[src/rtl/rf_arb_pkg.sv]
// Shared types and helpers for the register-file arbiter.
package rf_arb_pkg;

  typedef enum logic {
    ARB    = 1'b0,
    LOCKED = 1'b1
  } state_e;

  // Index width for n requesters, never narrower than one bit.
  function automatic int unsigned idx_w(input int unsigned n);
    return (n > 2) ? $clog2(n) : 1;
  endfunction

endpackage

[src/rtl/rf_arbiter_rr_pick.sv]
// Round-robin picker: first asserted request at or after ptr, wrapping.
module rr_pick
  import rf_arb_pkg::*;
#(
  parameter int unsigned N  = 2,
  parameter int unsigned IW = idx_w(N)
) (
  input  logic [N-1:0]  req,
  input  logic [IW-1:0] ptr,
  output logic [N-1:0]  grant,
  output logic [IW-1:0] idx
);

  logic          found;
  logic [IW-1:0] cand;

  always_comb begin
    grant = '0;
    idx   = '0;
    found = 1'b0;
    cand  = '0;
    for (int i = 0; i < int'(N); i++) begin
      cand = IW'((int'(ptr) + i) % int'(N));
      if (!found && req[cand]) begin
        found       = 1'b1;
        idx         = cand;
        grant[cand] = 1'b1;
      end
    end
  end

endmodule

[src/rtl/rf_arbiter.sv]
// Round-robin arbiter with bounded lock sharing one single-port register file,
// plus a two-stage registered read-response path back to the owning requester.
module rf_arbiter
  import rf_arb_pkg::*;
#(
  parameter int unsigned NUM_REQ       = 2,
  parameter int unsigned RF_ADDR_WIDTH = 3,
  parameter int unsigned RF_DATA_WIDTH = 4,
  parameter int unsigned MAX_LOCK      = 4
) (
  input  logic                               clk_i,
  input  logic                               rst_ni,
  input  logic [NUM_REQ-1:0]                 req_valid_i,
  output logic [NUM_REQ-1:0]                 req_ready_o,
  input  logic [NUM_REQ-1:0]                 req_lock_i,
  input  logic [NUM_REQ-1:0]                 req_we_i,
  input  logic [NUM_REQ*RF_ADDR_WIDTH-1:0]   req_addr_i,
  input  logic [NUM_REQ*RF_DATA_WIDTH-1:0]   req_wdata_i,
  output logic [NUM_REQ-1:0]                 rsp_valid_o,
  output logic [RF_DATA_WIDTH-1:0]           rsp_rdata_o,
  output logic                               rf_en_o,
  output logic                               rf_we_o,
  output logic [RF_ADDR_WIDTH-1:0]           rf_addr_o,
  output logic [RF_DATA_WIDTH-1:0]           rf_data_o,
  input  logic [RF_DATA_WIDTH-1:0]           rf_data_i
);

  localparam int unsigned IW = idx_w(NUM_REQ);
  localparam int unsigned CW = $clog2(MAX_LOCK + 1);

  state_e           state;
  logic [IW-1:0]    rr_ptr;
  logic [IW-1:0]    owner;
  logic [CW-1:0]    lock_cnt;
  logic [IW-1:0]    pick_idx;
  logic [IW-1:0]    win_idx;
  logic [NUM_REQ-1:0] pick_grant;
  logic [NUM_REQ-1:0] ready;
  logic             accept;
  logic             s1_valid;
  logic             s1_read;
  logic [IW-1:0]    s1_id;

  function automatic logic [IW-1:0] wrap_inc(input logic [IW-1:0] i);
    return (32'(i) == NUM_REQ - 1) ? '0 : i + 1'b1;
  endfunction

  rr_pick #(
    .N  (NUM_REQ),
    .IW (IW)
  ) u_rr_pick (
    .req   (req_valid_i),
    .ptr   (rr_ptr),
    .grant (pick_grant),
    .idx   (pick_idx)
  );

  // While locked only the owner may be granted, even when it is idle.
  always_comb begin
    ready   = '0;
    win_idx = pick_idx;
    if (state == LOCKED) begin
      win_idx = owner;
      if (req_valid_i[owner]) ready[owner] = 1'b1;
    end else begin
      ready = pick_grant;
    end
  end

  assign req_ready_o = ready;
  assign accept      = |(req_valid_i & ready);

  always_comb begin
    rf_en_o   = accept;
    rf_we_o   = 1'b0;
    rf_addr_o = '0;
    rf_data_o = '0;
    if (accept) begin
      rf_we_o   = req_we_i[win_idx];
      rf_addr_o = req_addr_i[32'(win_idx)*RF_ADDR_WIDTH +: RF_ADDR_WIDTH];
      rf_data_o = req_wdata_i[32'(win_idx)*RF_DATA_WIDTH +: RF_DATA_WIDTH];
    end
  end

  // Arbitration state: pointer, lock owner and remaining lock budget.
  always_ff @(posedge clk_i or negedge rst_ni) begin
    if (!rst_ni) begin
      state    <= ARB;
      rr_ptr   <= '0;
      owner    <= '0;
      lock_cnt <= '0;
    end else begin
      case (state)
        ARB: begin
          if (accept) begin
            rr_ptr <= wrap_inc(win_idx);
            if (req_lock_i[win_idx] && MAX_LOCK > 1) begin
              state    <= LOCKED;
              owner    <= win_idx;
              lock_cnt <= CW'(MAX_LOCK - 1);
            end
          end
        end
        LOCKED: begin
          if (accept) begin
            lock_cnt <= lock_cnt - 1'b1;
            if (!req_lock_i[owner] || lock_cnt == CW'(1)) begin
              state  <= ARB;
              rr_ptr <= wrap_inc(owner);
            end
          end else if (!req_valid_i[owner] && !req_lock_i[owner]) begin
            state  <= ARB;
            rr_ptr <= wrap_inc(owner);
          end
        end
        default: state <= ARB;
      endcase
    end
  end

  // RF read data arrives one cycle after the strobe; response is registered on it.
  always_ff @(posedge clk_i or negedge rst_ni) begin
    if (!rst_ni) begin
      s1_valid    <= 1'b0;
      s1_read     <= 1'b0;
      s1_id       <= '0;
      rsp_valid_o <= '0;
      rsp_rdata_o <= '0;
    end else begin
      s1_valid    <= accept;
      s1_read     <= accept & ~req_we_i[win_idx];
      s1_id       <= win_idx;
      rsp_valid_o <= '0;
      if (s1_valid) begin
        rsp_valid_o[s1_id] <= 1'b1;
        rsp_rdata_o        <= s1_read ? rf_data_i : '0;
      end
    end
  end

endmodule

[config.mk]
export PLATFORM = sky130hd
export DESIGN_NAME = rf_arbiter
export DESIGN_NICKNAME = d
export VERILOG_FILES = /design/src/rtl/rf_arb_pkg.sv /design/src/rtl/rf_arbiter_rr_pick.sv /design/src/rtl/rf_arbiter.sv
export SDC_FILE = /design/constraint.sdc
export NUM_CORES = 1
export LEC_CHECK = 0
export ABC_AREA = 1
export BUFFER_PORTS_ARGS = -buffer_cell sky130_fd_sc_hd__buf_2
export CAP_MARGIN = 20
export CELL_PAD_IN_SITES_DETAIL_PLACEMENT = 0
export CELL_PAD_IN_SITES_GLOBAL_PLACEMENT = 2
export CORE_MARGIN = 5
export CORE_UTILIZATION = 23
export CTS_BUF_LIST = sky130_fd_sc_hd__clkbuf_4 sky130_fd_sc_hd__clkbuf_8
export CTS_CLUSTER_DIAMETER = 30
export DETAILED_ROUTE_END_ITERATION = 10
export PLACE_DENSITY_LB_ADDON = 0.1
export SLEW_MARGIN = 20
export SYNTH_ARGS = -nofsm -noshare
export SYNTH_HDL_FRONTEND = slang
export SYNTH_SLANG_ARGS = --single-unit
[constraint.sdc]
create_clock -name clk_i -period 1.25 [get_ports clk_i]
set_clock_uncertainty 0.1 [all_clocks]
set_input_delay 0.1875 -clock clk_i [delete_from_list [all_inputs] [get_ports clk_i]]
set_output_delay 0.1875 -clock clk_i [all_outputs]
set_load 0.02 [all_outputs]
# After elaboration in Yosys (flattened, before gate mapping)
# Index checks and enable logic that the tools add are counted.
# op_classes
n_addsub,4
multipliers,1
magnitude_cmp,9
eq_ne,6
shift,2
muxes,50
n_bitwise,5
reduce_logical,14
# ops
cell,count
2-to-1 mux 1 bit,32
2-to-1 mux 3 bit,4
"< comparator 1 x 2 -> 1 bit, second input constant",5
2-to-1 mux 2 bit,5
AND reduction 3 bit,3
2-to-1 mux 4 bit,2
variable part select 8 x 4 -> 4 bit,1
logical AND 1 bit,6
one-hot mux 3 bit (2 select lines),1
variable part select 6 x 4 -> 3 bit,1
demux 1 bit (select 1 bit),4
">= comparator 1 bit, second input constant",4
"inequality test 2 bit, second input constant",2
one-hot mux 1 bit (2 select lines),2
"adder 1 bit, second input constant",3
"== test 3 x 1 -> 1 bit, second input constant",1
logical NOT 1 bit,3
"multiplier 1 x 2 -> 3 bit, second input constant",1
"inequality test 3 x 1 -> 1 bit, second input constant",1
"inequality test 3 x 2 -> 1 bit, second input constant",1
"subtractor 3 x 1 -> 3 bit, second input constant",1
bitwise AND 2 bit,1
"inequality test 2 x 1 -> 1 bit, second input constant",1
inverter 1 bit,2
4 further kinds,4
# word_totals
reg_bits,15
inputBits,26
output_inout_bits,17
wordCells,100

# Depth between registers and ports, before layout
# Gate-level depths: netlist (run 1).
# logic_depth
ltp_word,12
mapped_depth,10
ltp_nobuf,9

# Modules after synthesis
# A second synthesis (run 1) with hierarchy kept.
# unflattened
cells_unflattened,133
hier_area_um2,988.4
# by_module_without_submodules
mod,instances,cells_per_inst,area_each_um2,seq_area_each_um2
rf_arbiter,1,128,959.7,375.4
rr_pick,1,5,28.8,0.0

# Worst setup path after synthesis (run 1)
# OpenSTA, ideal clock, no wires.
# synth_timing
kind,register to output
start,register state
end,output rf_addr_o[0]
t_arrival_ns,1.273
t_required_ns,0.962
path_slack_ns,-0.311
stages_incl_launch_ff,7
path_buffers,1
cell_sequence,dfrtp_1 > nand2_1 > nand2_2 > nand2_4 > buf_6 > o21ai_0 > nor2_1
# synth_between
elab_chain_len,4
word_cells_on_any_way,7
classes_between,mul (1); shift (1); mux (3); bitwise (1); reduce/logical (1)
# synth_lines
item,line,rtl
"start, declared",rf_arbiter.sv:31,state_e state;
"start signal, assigned",rf_arbiter.sv:88,state <= ARB;
"start signal, assigned",rf_arbiter.sv:98,state <= LOCKED;
"start signal, assigned",rf_arbiter.sv:108,state <= ARB;
2-to-1 mux 2 bit,rf_arbiter.sv:62,if (state == LOCKED) begin
bitwise AND 2 bit,rf_arbiter.sv:71,assign accept = |(req_valid_i & ready);
OR reduction 2 bit,rf_arbiter.sv:71,
via rf_en_o,rf_arbiter.sv:21,"output logic rf_en_o,"
2-to-1 mux 3 bit,rf_arbiter.sv:78,if (accept) begin
"end, declared",rf_arbiter.sv:23,"output logic [RF_ADDR_WIDTH-1:0] rf_addr_o,"
# The timed path passes the listed nets, and every way through them passes these cells.

# Worst setup path in the final report (run 1)
# layout_timing
start,register state
end,output rf_data_o[0]
# layout_between
elab_chain_len,4
word_cells_on_any_way,6
classes_between,shift (1); mux (3); bitwise (1); reduce/logical (1)
# layout_lines
item,line,rtl
branches (longest 3 deep; another with variable part select 8 x 4 -> 4 bit),--,
2-to-1 mux 4 bit (*),rf_arbiter.sv:78,
"end, declared",rf_arbiter.sv:24,"output logic [RF_DATA_WIDTH-1:0] rf_data_o,"
# Every way passes the cells marked *.

==> results.md, run 1 <==
* Status: complete, but fails checks
* Violations in the final reports: negative setup slack
* Maximum buffer depth of the clock tree at 2
* Area added between synthesis and finish at 81.8%
* Standard cell core area at 3940 um2
* Final std cell area, no fill at 1670 um2
* Clock tree from TritonCTS: done
* CP Cell Sequence: nand2_4 > nand2_4 > nand2_4 > nand2_8 > buf_6 > o21ai_4 > nor2_4 > buf_6
* Biggest area contributors in the synthesized netlist: sky130_fd_sc_hd__dfrtp_1, sky130_fd_sc_hd__nand2_1, sky130_fd_sc_hd__nor2_1
* Most common cell type on the critical path: sky130_fd_sc_hd__nand2_4
* Nets in the synthesized netlist at 147
* Met2 WL post-DR at approximately 1300 um
* Die height at about 73 um
* First DRT Iteration DRCs at 19
* CP Launch Type: register
* Min Tclk post-route at around 1.8 ns
* Antenna diode instance count at 0
* Number of I/O port buffers at 42
* Headroom to the max-slew limit at 77.1%
* Placed cell areas at 1360 um2
* Count of unresolved DRC violations after routing at 0
* Filler instances at ~400
* Crit path required time at roughly 0.96 ns
* Worst path slowest cell: sky130_fd_sc_hd__dfrtp_2
* Number of global-route vias before repair at between 900 and 1000
* Max Clk Rate at 0.559 GHz
* Library cell occupying the most area in the post-synthesis netlist: sky130_fd_sc_hd__dfrtp_1
* Filler-free cell count of the finished design at about 230
* Total placed cells including tap cells at between 200 and 250
* TritonCTS Buffers at 3
* Post-Syn Area at 921 um2
* Top cell type's share of synthesized area at 40.8%
* Total power density per cell area at 2330 nW/um2
* Commonest cells in the synthesized netlist: sky130_fd_sc_hd__nand2_1, sky130_fd_sc_hd__nor2_1, sky130_fd_sc_hd__dfrtp_1
* Seq/Total Area, Yosys at between 40% and 50%
* Transition time at the pin with the least slew margin at 0.344 ns
* Syn avg cell area at around 7.7 um2
* Yosys warning count at 0
* Total count of hold-check failures in the final report at 0
* Count of standard-cell rows at 23
* Post-synth cell types at 21
* Final HPWL DP at 2030 um
* Crit path arrival time at ~1.5 ns
* Net total in the final layout at 213
* Initial antenna violation count at 0
* Register bit total from synthesis at 15
* Number of standard cells after synthesis at roughly 120
* Overall die area at 5370 um2
* Number of max-slew violations in the final report at 0
* Critical path class: reg -> out
* Number of optimization iterations in the first detailed-route pass at 3
* Total area of multi-input combinational cells at 672 um2
* Setup TNS Final at -7.12 ns
* Maximum number of pins on one net before global-route repair at 16
* ANT nets after route at 0
* Most used flip-flop cell after synthesis: sky130_fd_sc_hd__dfrtp_1
* Skew-Pair Late Insertion Delay at roughly 0.24 ns
* Final clock period utilization by the worst path at 143%
* Min setup slack post-route at -0.539 ns
* Routed wire length per instance at 11.2 um
* DR top layer: met4
* Wire length of the first global-routing pass at 4210 um
* Layout cell share with drive strength beyond 1 at 58.2%
* Most frequently used cell type in the post-synthesis netlist: sky130_fd_sc_hd__nand2_1
* Routed metal-1 wirelength at 1090 um
* Maximum fanout encountered on the critical timing path at 6
* HP Class: in -> reg
* Met3 Routed Length at 178 um
* Worst slack after detailed placement at -0.347 ns
* Width of the chip at 73.3 um
* Count of maximum capacitance violations at 0
* Total overflow reported by the global router at 0
* Number of vias per cell after detailed routing at 4.22
* Placer congestion estimate at ~0.76
* Leak at 0.000860 uW
* Top-level I/O count at 43
* Setup repair after global routing missed its margin: yes
* Combined flip-flop and latch cell area at 377 um2
* Routed vias at 987
* Total detailed-routing wirelength at 2620 um
* Number of synthesized flops with an enable pin at 0
* Max stage delay on crit path at 0.45 ns
* Number of clock sinks at 15
* Total track usage at 9.98%
* Max VDD drop at roughly 1.1 mV
* Clock root buffer master: sky130_fd_sc_hd__clkbuf_8
* H-Tree Level Count at 1
* Critical path capture point type: output pin
* Worst-path clk slew at approximately 0.06 ns
* Initial core utilization at 23.4%
* Number of failing setup endpoints in the final timing report at 18
* Post-synth ARST share at 100%
## state kept, by name, indices dropped and copies added (netlist names)
| name | cells |
|---|---|
| lock_cnt | 3 |
| owner | 1 |
| rr_ptr | 1 |
| rsp_rdata_o | 4 |
| rsp_valid_o | 2 |
| s1_id | 1 |
| s1_read | 1 |
| s1_valid | 1 |
| state | 1 |
## worst max-delay path, delay by kind of cell, from the launching register on
kind | cells | cell delay [ns]
flip-flops | 1 | 0.45
AND/OR/NAND/NOR | 5 | 0.40
buffers and inverters | 2 | 0.26
AO/OA/AOI/OAI | 1 | 0.14
## path summary, 6_finish.rpt
kind	cells past startpoint	from	slack, ns	endpoint
max	8	state$_DFF_PN0_	-0.54	rf_data_o[0]
min	3	rf_data_i[1]	0.07	rsp_rdata_o[1]$_DFFE_PN0P_
max reg2reg	8	state$_DFF_PN0_	-0.32	owner$_DFFE_PN0P_
min reg2reg	1	s1_id$_DFF_PN0_	0.32	rsp_valid_o[0]$_DFF_PN0_
max in group asynchronous	2	rst_ni	0.50	state$_DFF_PN0_
min in group asynchronous	2	rst_ni	0.28	owner$_DFFE_PN0P_
## placed cells by master, fill, tap and decap left out, drive strengths merged
cell          n
and2          1
o21bai        1
dfrtp        15
dlygate4sd3   1
xnor2         1
o21ai        12
nand3        16
nor2         19
buf          62
clkbuf        3
nand2        33
ha            2
clkinv        1
inv          16
a21oi         1
## final cells by class
class | count | share of cell area, %
clock buffer | 3 | 2.47
clock inverter | 1 | 0.299
timing repair buffer | 63 | 27.0
sequential | 15 | 22.5
tap | 50 | 3.74
inverter | 16 | 3.89
multi-input combinational | 86 | 40.1
## per-layer routing
metal | GRT usage, % | vias to the layer above
li1 | - | 506
met1 | 13.8 | 448
met2 | 14.9 | 29
met3 | 1.78 | 4
met4 | 4.92 | 0
met5 | 0 | -
## power by group
part | switching, uW | internal (uW) | leakage (uW) | total, uW
logic | 1450 | 1240 | 0.000648 | 2690
clock network | 168 | 220 | 0.0000255 | 388
registers | 142 | 687 | 0.000187 | 829
total | 1760 | 2140 | 0.000860 | 3900
## stage by stage
| stage | util (%) | power, uW | hold WS [ns] |
|---|---|---|---|
| after CTS | 40.6 | 3780 | 0.0616 |
| after floorplan | - | 2240 | -0.208 |
| after global routing | 42.5 | 4210 | 0.0752 |
| after detailed placement | 34.6 | 2910 | 0.0158 |
| final | 42.5 | 3900 | 0.0659 |
| after global placement | 34.6 | 2900 | 0.0172 |
## cell families (layout without fill, tap and decap cells)
family                     after synthesis  in the layout  share of synthesized area [%]
and+or+nand+nor                         69             69                           37.6
buffers and inverters                   18             83                           9.65
DFF                                     15             15                           40.8
AOI/OAI and AO/OA                       14             14                           8.29
adders and majority gates                2              2                           2.72
xor gates and xnor gates                 1              1                          0.951
## repair_timing
item                                    4_1_cts  5_1_grt
buffers inserted                              5        2
endpoints found under the setup margin       18       19
pin swaps                                     9       12
hold buffers                                  1        0
hold endpoints to repair                     15        0
gates resized for setup                      33       15
cloned                                        0        0
Note: power is estimated with default switching activity, not from simulation.
==> inputs of run 2 (changes only) <==
CELL_PAD_IN_SITES_DETAIL_PLACEMENT = unset   (was 0)
CELL_PAD_IN_SITES_GLOBAL_PLACEMENT = unset   (was 2)
CORE_UTILIZATION = 43   (was 23)
CTS_CLUSTER_SIZE = 20   (was unset)
PLACE_DENSITY = 0.78   (was unset)
PLACE_DENSITY_LB_ADDON = unset   (was 0.1)
==> run 2 against run 1 <==
Net effect:
- the flow still finishes with violations (negative setup slack)
- die area down 41%
- first-iteration DRC count up 53%
- core utilization up 47 points
- sequential power up 2%
- via count up 22%
- critical endpoint is now rf_addr_o[1]
==> results.md, run 2 (synthesized netlist as in run 1, its figures left out) <==
* Status: complete, but fails checks
* Violations in the final reports: negative setup slack
* Number of max-slew violations in the final report at 0
* Number of optimization iterations in the first detailed-route pass at 4
* Maximum buffer depth of the clock tree at 2
* Number of failing setup endpoints in the final timing report at 20
* Final clock period utilization by the worst path at 151%
* Leak at 0.000906 uW
* Worst path slowest cell: sky130_fd_sc_hd__dfrtp_1
* Max Clk Rate at ~0.53 GHz
* Number of clock sinks at 15
* Total track usage at 23.3%
* CP Cell Sequence: inv_2 > nand2_4 > nand2_4 > nand2_4 > nand2_8 > buf_12 > o21ai_4 > nor2_4 > buf_6
* Maximum fanout encountered on the critical timing path at 4
* Commonest cells after routing, fill and taps aside: sky130_fd_sc_hd__buf_2, sky130_fd_sc_hd__nand2_1, sky130_fd_sc_hd__buf_4, sky130_fd_sc_hd__dfrtp_1, sky130_fd_sc_hd__buf_6
* H-Tree Level Count at 1
* Count of standard-cell rows at 16
* Total power density per cell area at 2510 nW/um2
* Initial core utilization at 46.0%
* Critical path class: reg -> out
* Number of I/O port buffers at 42
* Top delay family on crit path: flip-flops
* Min setup slack post-route at -0.643 ns
* CP Launch Type: register
* Worst hold slack at about 0.038 ns
* Crit path required time at 0.96 ns
* Largest registers: rsp_rdata_o (4), lock_cnt (3), rsp_valid_o (2)
* Largest reg by FF count: rsp_rdata_o
* R2R setup slack at -0.43 ns
* Width of the chip at 56.3 um
* Min-Delay Startpoint: rf_data_i[1]
* Leading cell type in the layout, fill and taps excluded: sky130_fd_sc_hd__buf_2
* Setup TNS Final at -8.89 ns
* Max stage delay on crit path at 0.42 ns
* Count of unresolved DRC violations after routing at 0
* Critical R2R Launch: owner$_DFFE_PN0P_
* Wire length of the first global-routing pass at between 5000 and 6000 um
* Min Tclk post-route at between 1.5 and 2 ns
* Die height at 56.3 um
* Routed vias at about 1200
* Headroom to the max-slew limit at 77.9%
* Net total in the final layout at roughly 220
* Flip-flop count of the largest register after layout at 4
* Clock tree from TritonCTS: done
* Antenna diode instance count at 0
* Routed wire length per instance at 21.2 um
* Area added between synthesis and finish at 95.1%
* Launch point of the worst path: owner$_DFFE_PN0P_
* Setup repair after global routing missed its margin: yes
* ANT nets after route at 0
* Total detailed-routing wirelength at 4550 um
* Maximum number of pins on one net before global-route repair at 16
* Number of global-route vias before repair at 1229
* Total count of hold-check failures in the final report at 0
* Placer congestion estimate at 0.821
* Transition time at the pin with the least slew margin at 0.328 ns
* TritonCTS Buffers at 3
* Critical path capture point type: output pin
* Count of maximum capacitance violations at 0
* Initial antenna violation count at 0
* Worst-path clk slew at about 0.090 ns
* Max VDD drop at 1.96 mV
* Crit path buffers/inverters at 3
* First DRT Iteration DRCs at 29
* HP Class: in -> reg
* Layout cell share with drive strength beyond 1 at around 68%
* Post-Route Utilization at 89.8%
* Filler-free cell count of the finished design at about 220
* Number of vias per cell after detailed routing at 5.59
* Top-level I/O count at 43
* Overall die area at between 3000 and 4000 um2
* Clock root buffer master: sky130_fd_sc_hd__clkbuf_4
* Total overflow reported by the global router at 0
* Final HPWL DP at roughly 2000 um
* Total placed cells including tap cells at 200
* Standard cell core area at approximately 2000 um2
* Most common cell type on the critical path: sky130_fd_sc_hd__nand2_4
* Skew-Pair Late Insertion Delay at 0.29 ns
* Crit path arrival time at ~1.6 ns
==> run 2: cell count changes in the layout (fill, tap and decap cells not counted), moves of 2 or more <==
cell                       change
sky130_fd_sc_hd__nand3_2       +3
sky130_fd_sc_hd__nand2_8       +2
sky130_fd_sc_hd__nand2_2       +2
sky130_fd_sc_hd__nor2_1        -5
sky130_fd_sc_hd__clkbuf_4      +4
sky130_fd_sc_hd__nand3_1       -5
sky130_fd_sc_hd__nand3_4       +2
sky130_fd_sc_hd__nor2_2        +4
sky130_fd_sc_hd__buf_4         +2
sky130_fd_sc_hd__clkbuf_8      -3
sky130_fd_sc_hd__nand2_1       -3
sky130_fd_sc_hd__buf_12        +3
==> run 2: routing by layer <==
metal	GRT usage (%)	part of all wire [%]	vias to the layer above
met1	20.9	33	559
li1	-	-	518
met4	19.7	7.4	0
met5	0	0	-
met2	42.7	52	90
met3	5.96	7.6	35
==> run 2: through the flow <==
stage	area (um2)	power (uW)	setup slack, ns
floorplan	1020	2240	-0.191
global placement	1380	2960	-0.296
detailed placement	1380	3050	-0.374
CTS	1700	3970	-0.592
global route	1800	4740	-0.712
finish	1800	4520	-0.643
==> run 2: report_power, final <==
part           total (uW)  switching (uW)  internal [uW]
Combinational        3370            1920           1460
Sequential            848             163            685
Clock                 297             151            146
==> run 2: final timing paths <==
path / depth (start not counted) / endpoint
max: 9 / rf_addr_o[1]
min: 3 / rsp_rdata_o[1]$_DFFE_PN0P_
max reg2reg: 11 / owner$_DFFE_PN0P_
min reg2reg: 1 / rsp_valid_o[0]$_DFF_PN0_
max in group asynchronous: 2 / state$_DFF_PN0_
min in group asynchronous: 2 / lock_cnt[0]$_DFFE_PN0P_
==> run 2: cell type report <==
cell class / count / area [um2]
fillers: 91 / 205
multi-input cells: 87 / 778
repair buffers: 66 / 510
clock buffers: 4 / 30.0
inverters: 16 / 67.6
flip-flops and latches: 15 / 377
well taps: 27 / 33.8
==> run 2: tightest hold or removal path: stages <==
cell	delay (ns)
sky130_fd_sc_hd__buf_2	0.08
sky130_fd_sc_hd__nand3_1	0.06
sky130_fd_sc_hd__nand2_1	0.06
==> run 2: repair_timing <==
item | CTS | global route
endpoints found under the hold margin | 15 | 0
endpoints found under the setup margin | 20 | 20
buffers inserted | 6 | 4
gates resized for setup | 49 | 23
cloned | 1 | 0
pin swaps | 15 | 7
hold buffers | 1 | 0
==> inputs of run 3 (changes only) <==
TNS_END_PERCENT = 50   (was unset)
==> run 3 against run 2 <==
Net effect:
- the flow still finishes with violations (negative setup slack)
- core utilization shrank 4.0 points
- total power shrank 8.1%
- via count shrank 4.2%
- fmax shrank 1.2%
- critical path depth is the same
- wire length shrank 21%
- global-route usage shrank 2.7 points
- critical path type unchanged
- clock-buffer cell count shrank 1
- sequential share of layout area grew 0.98 points
- die area is the same
- combinational power shrank 11%
- worst hold slack lost 0.018 ns
==> results.md, run 3 (synthesized netlist as in run 1, its figures left out) <==
* Count of standard-cell rows at 16
* Net total in the final layout at 218
* Setup repair after global routing missed its margin: yes
* Largest reg by FF count: rsp_rdata_o
* Top-level I/O count at 43
* Max VDD drop at 1.81 mV
* Clock tree from TritonCTS: done
* First DRT Iteration DRCs at 28
* Crit path required time at 0.96 ns
* Number of I/O port buffers at 42
* ANT nets after route at 0
* Leak at around 0.0009 uW
* Routed vias at around 1200
* Final HPWL DP at 1940 um
* Initial core utilization at 46.0%
* TritonCTS Buffers at 3
* Total area of multi-input combinational cells at 706 um2
* Area added between synthesis and finish at 86.4%
* Routed wire length per instance at 16.6 um
* Total overflow reported by the global router at 0
* Maximum number of pins on one net before global-route repair at 16
* Leading cell type in the layout, fill and taps excluded: sky130_fd_sc_hd__buf_2
* Flip-flop count of the largest register after layout at 4
* H-Tree Level Count at 1
* Critical path capture point type: output pin
* Placer congestion estimate at between 0.8 and 0.9
* Die height at 56.3 um
* Maximum fanout encountered on the critical timing path at 10
* Number of max-slew violations in the final report at 0
* Final clock period utilization by the worst path at 153%
* Max Clk Rate at 0.522 GHz
* Headroom to the max-slew limit at 67.4%
* Status: complete, but fails checks
* Maximum buffer depth of the clock tree at 2
* HP Class: in -> reg
* Skew-Pair Late Insertion Delay at 0.31 ns
* Width of the chip at 56.3 um
* Min setup slack post-route at -0.666 ns
* Clock root buffer master: sky130_fd_sc_hd__clkbuf_4
* Number of failing setup endpoints in the final timing report at 20
* Count of unresolved DRC violations after routing at 0
* Initial antenna violation count at 0
* Min Tclk post-route at between 1.5 and 2 ns
* Number of vias per cell after detailed routing at 5.33
* Total power density per cell area at 2420 nW/um2
* Total Power Consumption at between 4000 and 5000 uW
* Overall die area at 3170 um2
* Count of maximum capacitance violations at 0
* Number of global-route vias before repair at 1155
* Total track usage at 20.7%
* Filler instances at 93
* Transition time at the pin with the least slew margin at 0.484 ns
* Combined flip-flop and latch cell area at 377 um2
* Post-Route Utilization at 85.8%
* Number of optimization iterations in the first detailed-route pass at 4
* Total count of hold-check failures in the final report at 0
* Largest registers: rsp_rdata_o (4), lock_cnt (3), rsp_valid_o (2)
* Violations in the final reports: negative setup slack
* Standard cell core area at about 2000 um2
* CP Launch Type: register
* Commonest cells after routing, fill and taps aside: sky130_fd_sc_hd__buf_2, sky130_fd_sc_hd__nand2_1, sky130_fd_sc_hd__buf_4, sky130_fd_sc_hd__buf_6, sky130_fd_sc_hd__dfrtp_1
* Critical path class: reg -> out
* Layout cell share with drive strength beyond 1 at 60.8%
* Crit path arrival time at 1.63 ns
* Number of clock sinks at 15
* Worst-path clk slew at 0.11 ns
* Antenna diode instance count at 0
* Wire length of the first global-routing pass at 5150 um
* Total detailed-routing wirelength at 3590 um
==> run 3: changes by cell type in the layout (fill, tap and decap cells not counted), sizes merged <==
| cell | before | now |
|---|---|---|
| buf | 65 | 66 |
| clkbuf | 4 | 3 |
| clkinv | 0 | 1 |
==> run 3: per-stage QoR <==
step           setup WS [ns]  instances  cell area [um2]  hold WS (ns)  TNS, ns
2_1_floorplan         -0.191        119             1010        -0.208    -1.85
3_3_place_gp          -0.317        201             1370       0.00496    -4.26
3_5_place_dp          -0.358        201             1370       0.00492    -5.05
4_1_cts               -0.593        213             1580        0.0324    -8.56
5_1_grt               -0.744        216             1720        0.0455   -10.32
6_report              -0.666        216             1720        0.0196    -9.06
==> run 3: critical path, cell delays in order, from the launching register on <==
cell                      delay (ns)
sky130_fd_sc_hd__dfrtp_1        0.43
sky130_fd_sc_hd__buf_4          0.16
sky130_fd_sc_hd__nand2_4        0.07
sky130_fd_sc_hd__nand2_4        0.08
sky130_fd_sc_hd__nand2_8        0.08
sky130_fd_sc_hd__inv_4          0.07
sky130_fd_sc_hd__nand2_1        0.08
sky130_fd_sc_hd__o21ai_2        0.07
sky130_fd_sc_hd__nor2_2         0.12
sky130_fd_sc_hd__buf_6          0.14
==> run 3: path summary, 6_finish.rpt <==
check | startpoint | end | slack, ns | cells after the start
min in group asynchronous | rst_ni | lock_cnt[0]$_DFFE_PN0P_ | 0.20 | 2
setup / recovery | owner$_DFFE_PN0P_ | rf_we_o | -0.67 | 9
hold / removal | rf_data_i[3] | rsp_rdata_o[3]$_DFFE_PN0P_ | 0.02 | 3
setup reg to reg | owner$_DFFE_PN0P_ | rr_ptr$_DFFE_PN0P_ | -0.40 | 12
max in group asynchronous | rst_ni | rsp_rdata_o[0]$_DFFE_PN0P_ | 0.59 | 2
hold reg to reg | s1_id$_DFF_PN0_ | rsp_valid_o[0]$_DFF_PN0_ | 0.34 | 1
==> run 3: area by class of cell <==
type | count | share of cell area (%)
well taps | 27 | 1.97
clock buffers | 3 | 1.31
repair buffers | 67 | 29.7
multi-input cells | 87 | 41.1
clock inverters | 1 | 0.292
inverters | 16 | 3.64
flip-flops and latches | 15 | 21.9
==> run 3: where the power goes <==
| group | switching (uW) | internal, uW | total (uW) |
|---|---|---|---|
| clock | 180 | 120 | 299 |
| sequential | 168 | 684 | 853 |
| combinational | 1650 | 1350 | 3000 |
| total | 2000 | 2150 | 4150 |
==> run 3: metal layers <==
metal | wire (um) | vias up | track usage, %
met5 | 0 | - | 0
met1 | 1320 | 562 | 22.7
met4 | 102 | 0 | 12.9
met3 | 281 | 13 | 4.13
li1 | - | 513 | -
met2 | 1880 | 63 | 36.1
==> run 3: repair_timing <==
action | in CTS | in global routing
hold endpoints to repair | 15 | 0
gates cloned | 1 | 0
setup endpoints to repair | 20 | 20
gates resized for setup | 27 | 31
pin swaps | 14 | 5
buffers inserted | 6 | 3
hold buffers | 1 | 0
